File: config.mk
export PLATFORM = sky130hd
export DESIGN_NAME = key_click_classifier
export DESIGN_NICKNAME = d
export VERILOG_FILES = /design/src/rtl/key_pkg.sv /design/src/rtl/ms_tick_gen.sv /design/src/rtl/key_click_classifier.sv
export SDC_FILE = /design/constraint.sdc
export NUM_CORES = 1
export LEC_CHECK = 0
export BUFFER_PORTS_ARGS = -buffer_cell sky130_fd_sc_hd__buf_2
export CORE_MARGIN = 2
export CORE_UTILIZATION = 40
export CTS_CLUSTER_DIAMETER = 40
export DETAILED_ROUTE_END_ITERATION = 7
export PLACE_DENSITY_LB_ADDON = 0.12
export SKIP_CTS_REPAIR_TIMING = 1
export SYNTH_ARGS = -nofsm -noshare
export SYNTH_HDL_FRONTEND = slang
export SYNTH_SLANG_ARGS = --single-unit
File: constraint.sdc
create_clock -name CLK -period 3.47 [get_ports CLK]
set_input_delay 0.347 -clock CLK [delete_from_list [all_inputs] [get_ports CLK]]
set_output_delay 0.347 -clock CLK [all_outputs]
set_load 0.01 [all_outputs]
File: src/rtl/key_pkg.sv
// Shared definitions for the key handling blocks (debounce, click classifier).
// Contents:
//   ST_IDLE / ST_WAIT / ST_REPORT : classifier FSM state encoding
//   T1MS_DEFAULT                  : prescaler terminal count for a 1 ms tick at 50 MHz
//   CLICK_W                       : width of the click count
//   MS_W                          : width of the millisecond counter
package key_pkg;

  localparam logic [1:0] ST_IDLE   = 2'd0;
  localparam logic [1:0] ST_WAIT   = 2'd1;
  localparam logic [1:0] ST_REPORT = 2'd2;

  localparam logic [15:0] T1MS_DEFAULT = 16'd49_999;

  localparam int CLICK_W = 2;
  localparam int MS_W    = 9;

endpackage

File: src/rtl/ms_tick_gen.sv
// Millisecond time base: a 16-bit prescaler counting 0..T1MS and a
// millisecond counter that advances each time the prescaler wraps.
// Ports:
//   CLK, RST_n : clock, asynchronous active-low reset
//   en         : count while high, hold while low
//   clr        : synchronous clear of prescaler and ms counter (wins over en)
//   ms_cnt     : completed milliseconds since the last clear
//   tick       : high in the cycle whose rising edge wraps the prescaler
module ms_tick_gen
  import key_pkg::*;
#(
  parameter logic [15:0] T1MS = T1MS_DEFAULT
) (
  input  logic            CLK,
  input  logic            RST_n,
  input  logic            en,
  input  logic            clr,
  output logic [MS_W-1:0] ms_cnt,
  output logic            tick
);

  logic [15:0] presc;

  // Announces the wrap one cycle ahead so the consumer can act on the same
  // edge that bumps ms_cnt.
  assign tick = en && (presc == T1MS);

  // NOTE: sequential state is updated with non-blocking assignments only, so
  // every register samples the pre-edge values regardless of statement order.
  always_ff @(posedge CLK or negedge RST_n) begin
    if (!RST_n) begin
      presc  <= '0;
      ms_cnt <= '0;
    end else if (clr) begin
      presc  <= '0;
      ms_cnt <= '0;
    end else if (en) begin
      if (presc == T1MS) begin
        presc  <= '0;
        ms_cnt <= ms_cnt + 1'b1;
      end else begin
        presc <= presc + 16'd1;
      end
    end
  end

endmodule

File: src/rtl/key_click_classifier.sv
// Groups debounced key presses into single / double / triple click events.
// A press opens (or restarts) a WIN_MS window; the event is reported when the
// window expires or as soon as MAX_CLICKS presses have been collected.
// Ports:
//   CLK, RST_n  : clock, asynchronous active-low reset
//   Key_Pulse   : one-cycle debounced press pulse
//   Click_Valid : one-cycle pulse, a click event is reported
//   Click_Cnt   : presses in the last event (1..MAX_CLICKS), held until next event
//   Busy        : high while a window is open or a report is being issued
module key_click_classifier
  import key_pkg::*;
#(
  parameter logic [15:0] T1MS       = T1MS_DEFAULT,
  parameter logic [8:0]  WIN_MS     = 9'd300,
  parameter logic [1:0]  MAX_CLICKS = 2'd3
) (
  input  logic               CLK,
  input  logic               RST_n,
  input  logic               Key_Pulse,
  output logic               Click_Valid,
  output logic [CLICK_W-1:0] Click_Cnt,
  output logic               Busy
);

  logic [1:0]         state, state_next;
  logic [CLICK_W-1:0] count, count_next;
  logic               timer_clr;
  logic               tick;
  logic [MS_W-1:0]    ms_cnt;

  // Timer only runs in WAIT; it is zeroed by every accepted press, which also
  // covers entry into WAIT (the only way in is a press from IDLE).
  ms_tick_gen #(.T1MS(T1MS)) u_tick (
    .CLK    (CLK),
    .RST_n  (RST_n),
    .en     (state == ST_WAIT),
    .clr    (timer_clr),
    .ms_cnt (ms_cnt),
    .tick   (tick)
  );

  // Window expiry: the prescaler wraps while the last full millisecond is running.
  logic timeout;
  assign timeout = tick && (ms_cnt == MS_W'(WIN_MS - 9'd1));

  // NOTE: every variable driven here gets a default first, so no path leaves
  // it unassigned and no latch is inferred.
  always_comb begin
    state_next = state;
    count_next = count;
    timer_clr  = 1'b0;
    case (state)
      ST_IDLE: begin
        if (Key_Pulse) begin
          count_next = CLICK_W'(1);
          timer_clr  = 1'b1;
          state_next = (MAX_CLICKS == 2'd1) ? ST_REPORT : ST_WAIT;
        end
      end
      ST_WAIT: begin
        // A press beats a simultaneous timeout: it is counted and restarts the window.
        if (Key_Pulse) begin
          if (count + CLICK_W'(1) == MAX_CLICKS) begin
            count_next = MAX_CLICKS;
            state_next = ST_REPORT;
          end else begin
            count_next = count + CLICK_W'(1);
            timer_clr  = 1'b1;
          end
        end else if (timeout) begin
          state_next = ST_REPORT;
        end
      end
      ST_REPORT: begin
        // Presses here are dropped; the debounce stage cannot produce them this close.
        state_next = ST_IDLE;
        count_next = '0;
      end
      default: begin
        state_next = ST_IDLE;
        count_next = '0;
      end
    endcase
  end

  // Outputs are derived from the next state so they are registered yet line up
  // with the state they describe.
  always_ff @(posedge CLK or negedge RST_n) begin
    if (!RST_n) begin
      state       <= ST_IDLE;
      count       <= '0;
      Click_Valid <= 1'b0;
      Click_Cnt   <= '0;
      Busy        <= 1'b0;
    end else begin
      state       <= state_next;
      count       <= count_next;
      Click_Valid <= (state_next == ST_REPORT);
      Busy        <= (state_next != ST_IDLE);
      if (state_next == ST_REPORT) begin
        Click_Cnt <= count_next;
      end
    end
  end

endmodule

# After elaboration in Yosys (flattened, before gate mapping)
# Index checks and enable logic that the tools add are counted.
# totals
elab_cells	41
ff_bits	33
out_inout_bits	4
# classes
n_reduce_logical	7
n_mux	19
eq_ne	5
addsub	3
# op_table
op	n
16-bit two-way mux	3
9-bit two-way mux	3
16-bit by 1-bit adder with 16-bit output, second input constant	1
16-bit equality test, second input constant	1
2-bit two-way mux	7
9-bit by 1-bit adder with 9-bit output, second input constant	1
9-bit equality test, second input constant	1
2-bit one-hot mux with 2 select lines	2
2-bit nonzero test	3
2-bit equality test, second input constant	2
1-bit two-way mux	3
2-bit by 1-bit adder with 2-bit output, second input constant	1
2-bit by 1-bit equality test with 1-bit output, second input constant	1
1-bit logical AND	2
2-bit logical NOT	1
1-bit one-hot mux with 2 select lines	1
2-bit AND reduction	1

# Logic depth before layout (Yosys ltp)
# depth
word_depth	7
ltp_mapped	7

# Modules after synthesis
# From an unflattened synthesis, not the netlist that was laid out.
# unflattened
cells_unflattened	176
area_unflattened_um2	1741.7
# by_module_without_submodules
module	cells_each	instances	area_each_um2	seq_area_each_um2
ms_tick_gen	145	1	1348.8	625.6
key_click_classifier	31	1	392.9	200.2

# Worst setup path after synthesis
# No wires, ideal clock.
# synth_path
kind	reg2reg
start	register u_tick.presc[0]
end	register Click_Cnt[0]
setup_ps	125
path_stages_with_launch	6
required_time_ps	3345
n_path_buf	0
setup_slack_ps	1762
t_arrival_ps	1583
cell_sequence	dfrtp_1 > ha_1 > nand3_1 > nand4b_2 > o31ai_2 > mux2_2
# synth_via
elab_chain_cells	7
# synth_lines
element	line	text
from (decl)	ms_tick_gen.sv:22	logic [15:0] presc;
from (signal assigned)	ms_tick_gen.sv:42	presc <= presc + 16'd1;
16-bit equality test	ms_tick_gen.sv:26	assign tick = en && (presc == T1MS);
1-bit logical AND	ms_tick_gen.sv:26	
1-bit logical AND	key_click_classifier.sv:44	assign timeout = tick && (ms_cnt == MS_W'(WIN_MS - 9'd1));
2-bit two-way mux	key_click_classifier.sv:70	end else if (timeout) begin
2-bit two-way mux	key_click_classifier.sv:62	if (Key_Pulse) begin
2-bit one-hot mux with 2 select lines	key_click_classifier.sv:52	case (state)
net state_next[1]	key_click_classifier.sv:25	logic [1:0] state, state_next;
2-bit equality test	key_click_classifier.sv:100	if (state_next == ST_REPORT) begin
to (signal assigned)	key_click_classifier.sv:101	Click_Cnt <= count_next;
to (decl)	key_click_classifier.sv:21	output logic [CLICK_W-1:0] Click_Cnt,
# The timed path passes the listed nets, and every way through them passes these cells.
# A chain may end at the register's enable or synchronous reset.

# Final worst setup path
# Ends and elaborated chain as after synthesis.

==> metrics.txt <==
crit path kind flop to flop; area of the core 4320 µm²; pin count of the biggest net entering global routing 34; most common cell after layout, fill and taps aside dfrtp_1; final wirelength 3770 µm; ranking of synthesized cells by area dfrtp_1 (46%), nand2_1 (3.8%), nand3_1 (3.7%); Least-Margin Pin Slew 0.728 ns; synthesized netlist cell count 186; cell taking the most area after synthesis dfrtp_1; Clock Latency Late Sink 0.28 ns; Wirelength per Cell 15.3 µm; initial core utilization 41.1%; Fin Hold WS 0.122 ns; gpl congestion 0.828; Buffers on Ports 6; clk sinks 33; initial antenna violation count 0; outcome completed; Required @ worst endpoint 3.63 ns; Vias/cell 5.79; Design Area, Final 1940 µm²; ant diodes 0; final critical-path required period 2.38 ns; Cell variety after synth 38; Clock Path Buffers 2; # nets final 201; TritonCTS clock tree built; global-route wire length before repair 6670 µm; syn_area_per_cell 9.56 µm²; RSZ-0062 raised after global routing no; area grow syn2layout 8.87%; I/O pins 7; Post-synth EDFFs 0; hpwl dp 2690 µm; Total GRT Usage 16.9%; max-slew violation count 0; P per Cell Area 515 nW/µm²; vias in the first global route 1,405; CTS HTree Levels 2; routed vias 1,429; clk slew on worst S/H paths 0.06 ns; # DRC 0; Hold Vio Cnt, Final 0; most frequent cells in the layout dfrtp_1 (33), nand2_1 (18), nand3_1 (13), nor2_1 (13); CP startpoint kind flop; num rows 24; CP arrival 2.54 ns; DRT iter0 DRCs 82; number of CTS-inserted buffers 5; Pleak 0.785 nW; r2r setup slk 1.09 ns; Post-synth ARST share 100%; Pre-Repair DR Iteration Count 4; CP Max Fanout 23; die width 70.7 µm; Yosys reg bits 33; ANT nets after route 0; Peak supply drop 0.306 mV; final core occ 44.8%; worst hold-check path type input port to async pin; DIE HEIGHT 70.7 µm; share of cells above drive strength 1 12.3%; # setup viols final 0; fmax 420 MHz; share of the synthesized area in the top cell type 46.4%; CP Capture Type flop; Post-DP Area 1860 µm²; Fin Setup TNS 0 ns; Top FF cell, synth dfrtp_1; gr ovfl total 0; Seq/Total Area, Yosys 46.4%; warnings from Yosys 0; Mapped Nets 193; Mapped Area 1780 µm²; max_cap viols 0; Worst Skew 0.00527 ns; fin crit share 68.6%; Power Total 0.000997 W; clock root cell clkbuf_8; Die ar. 4990 µm²; worst rel slew slack 51.5%
## worst max-delay path, cell delays in order, from the launching register on
cell and delay [ns]:
dfrtp_1 0.39, ha_1 0.24, nand3_1 0.15, nand4b_2 0.61, o31ai_2 0.51, mux2_2 0.38
## cell families (layout without fill, tap and decap cells)
family	after synthesis	after routing	synth area share [%]
flops	33	33	46.4
simple gates	87	87	27.7
compound gates	34	34	11.6
mux	9	9	5.35
buf+inv	13	22	3.10
xor+xnor	6	6	2.96
fa+ha+maj	4	4	2.82
## final timing paths
| check | cells past startpoint | from | to |
|---|---|---|---|
| max | 5 | u_tick.presc[0]$_DFFE_PN0P_ | Click_Cnt[0]$_DFFE_PN0N_ |
| min | 1 | RST_n | u_tick.ms_cnt[5]$_DFFE_PN0P_ |
| max reg2reg | 5 | u_tick.presc[0]$_DFFE_PN0P_ | Click_Cnt[0]$_DFFE_PN0N_ |
| min reg2reg | 1 | Click_Cnt[1]$_DFFE_PN0N_ | Click_Cnt[1]$_DFFE_PN0N_ |
| max in group asynchronous | 1 | RST_n | u_tick.presc[2]$_DFFE_PN0P_ |
| min in group CLK | 3 | Key_Pulse | count[1]$_DFF_PN0_ |
## stage by stage
step | worst slack, ns | instances
after floorplan | 1.76 | 186
after global placement | 1.23 | 239
after detailed placement | 1.10 | 239
after CTS | 1.09 | 247
after global routing | 0.870 | 247
final | 1.09 | 247
## power breakdown
group | internal [W] | total, W | switching (W)
Sequential | 0.000440 | 0.000486 | 0.0000460
Combinational | 0.0000962 | 0.000238 | 0.000142
Clock | 0.000142 | 0.000273 | 0.000130
Total | 0.000679 | 0.000997 | 0.000318
## sequential cells by signal (all words and copies together) (netlist names)
signal,cells
Click_Cnt,2
state,2
u_tick.ms_cnt,9
u_tick.presc,16
Busy,1
Click_Valid,1
count,2
## synth_stat cells (2+ instances only)
cell and n:
nor4_1 7, clkbuf_1 2, or3_1 5, ha_1 4, nand4_1 6, and4bb_2 2
nor3_1 6, inv_1 6, xnor2_1 3, nand3_1 13, dfrtp_1 33, nor2_1 13
xor2_1 3, mux2_2 4, a21oi_1 10, and4_1 3, nand2b_1 3, a41oi_1 2
o21ai_0 10, mux2i_1 5, a31oi_1 6, nand2_1 18, buf_2 5, and2_1 3
## layout make-up
class	instances	area (µm²)
fill	437	2390
multi-input combinational	140	897
sequential	33	826
clock buffer	8	80.1
tap	52	65.1
timing repair buffer	8	45.0
inverter	6	22.5
## routing by layer
layer | share of wire [%] | track usage, % | up-vias
met5 | 0 | 0 | -
met4 | 1.6 | 5.87 | 0
met3 | 2.5 | 4.42 | 6
met2 | 47 | 26.4 | 14
met1 | 49 | 22.9 | 703
li1 | - | - | 706
Note: power is estimated with default switching activity, not from simulation.
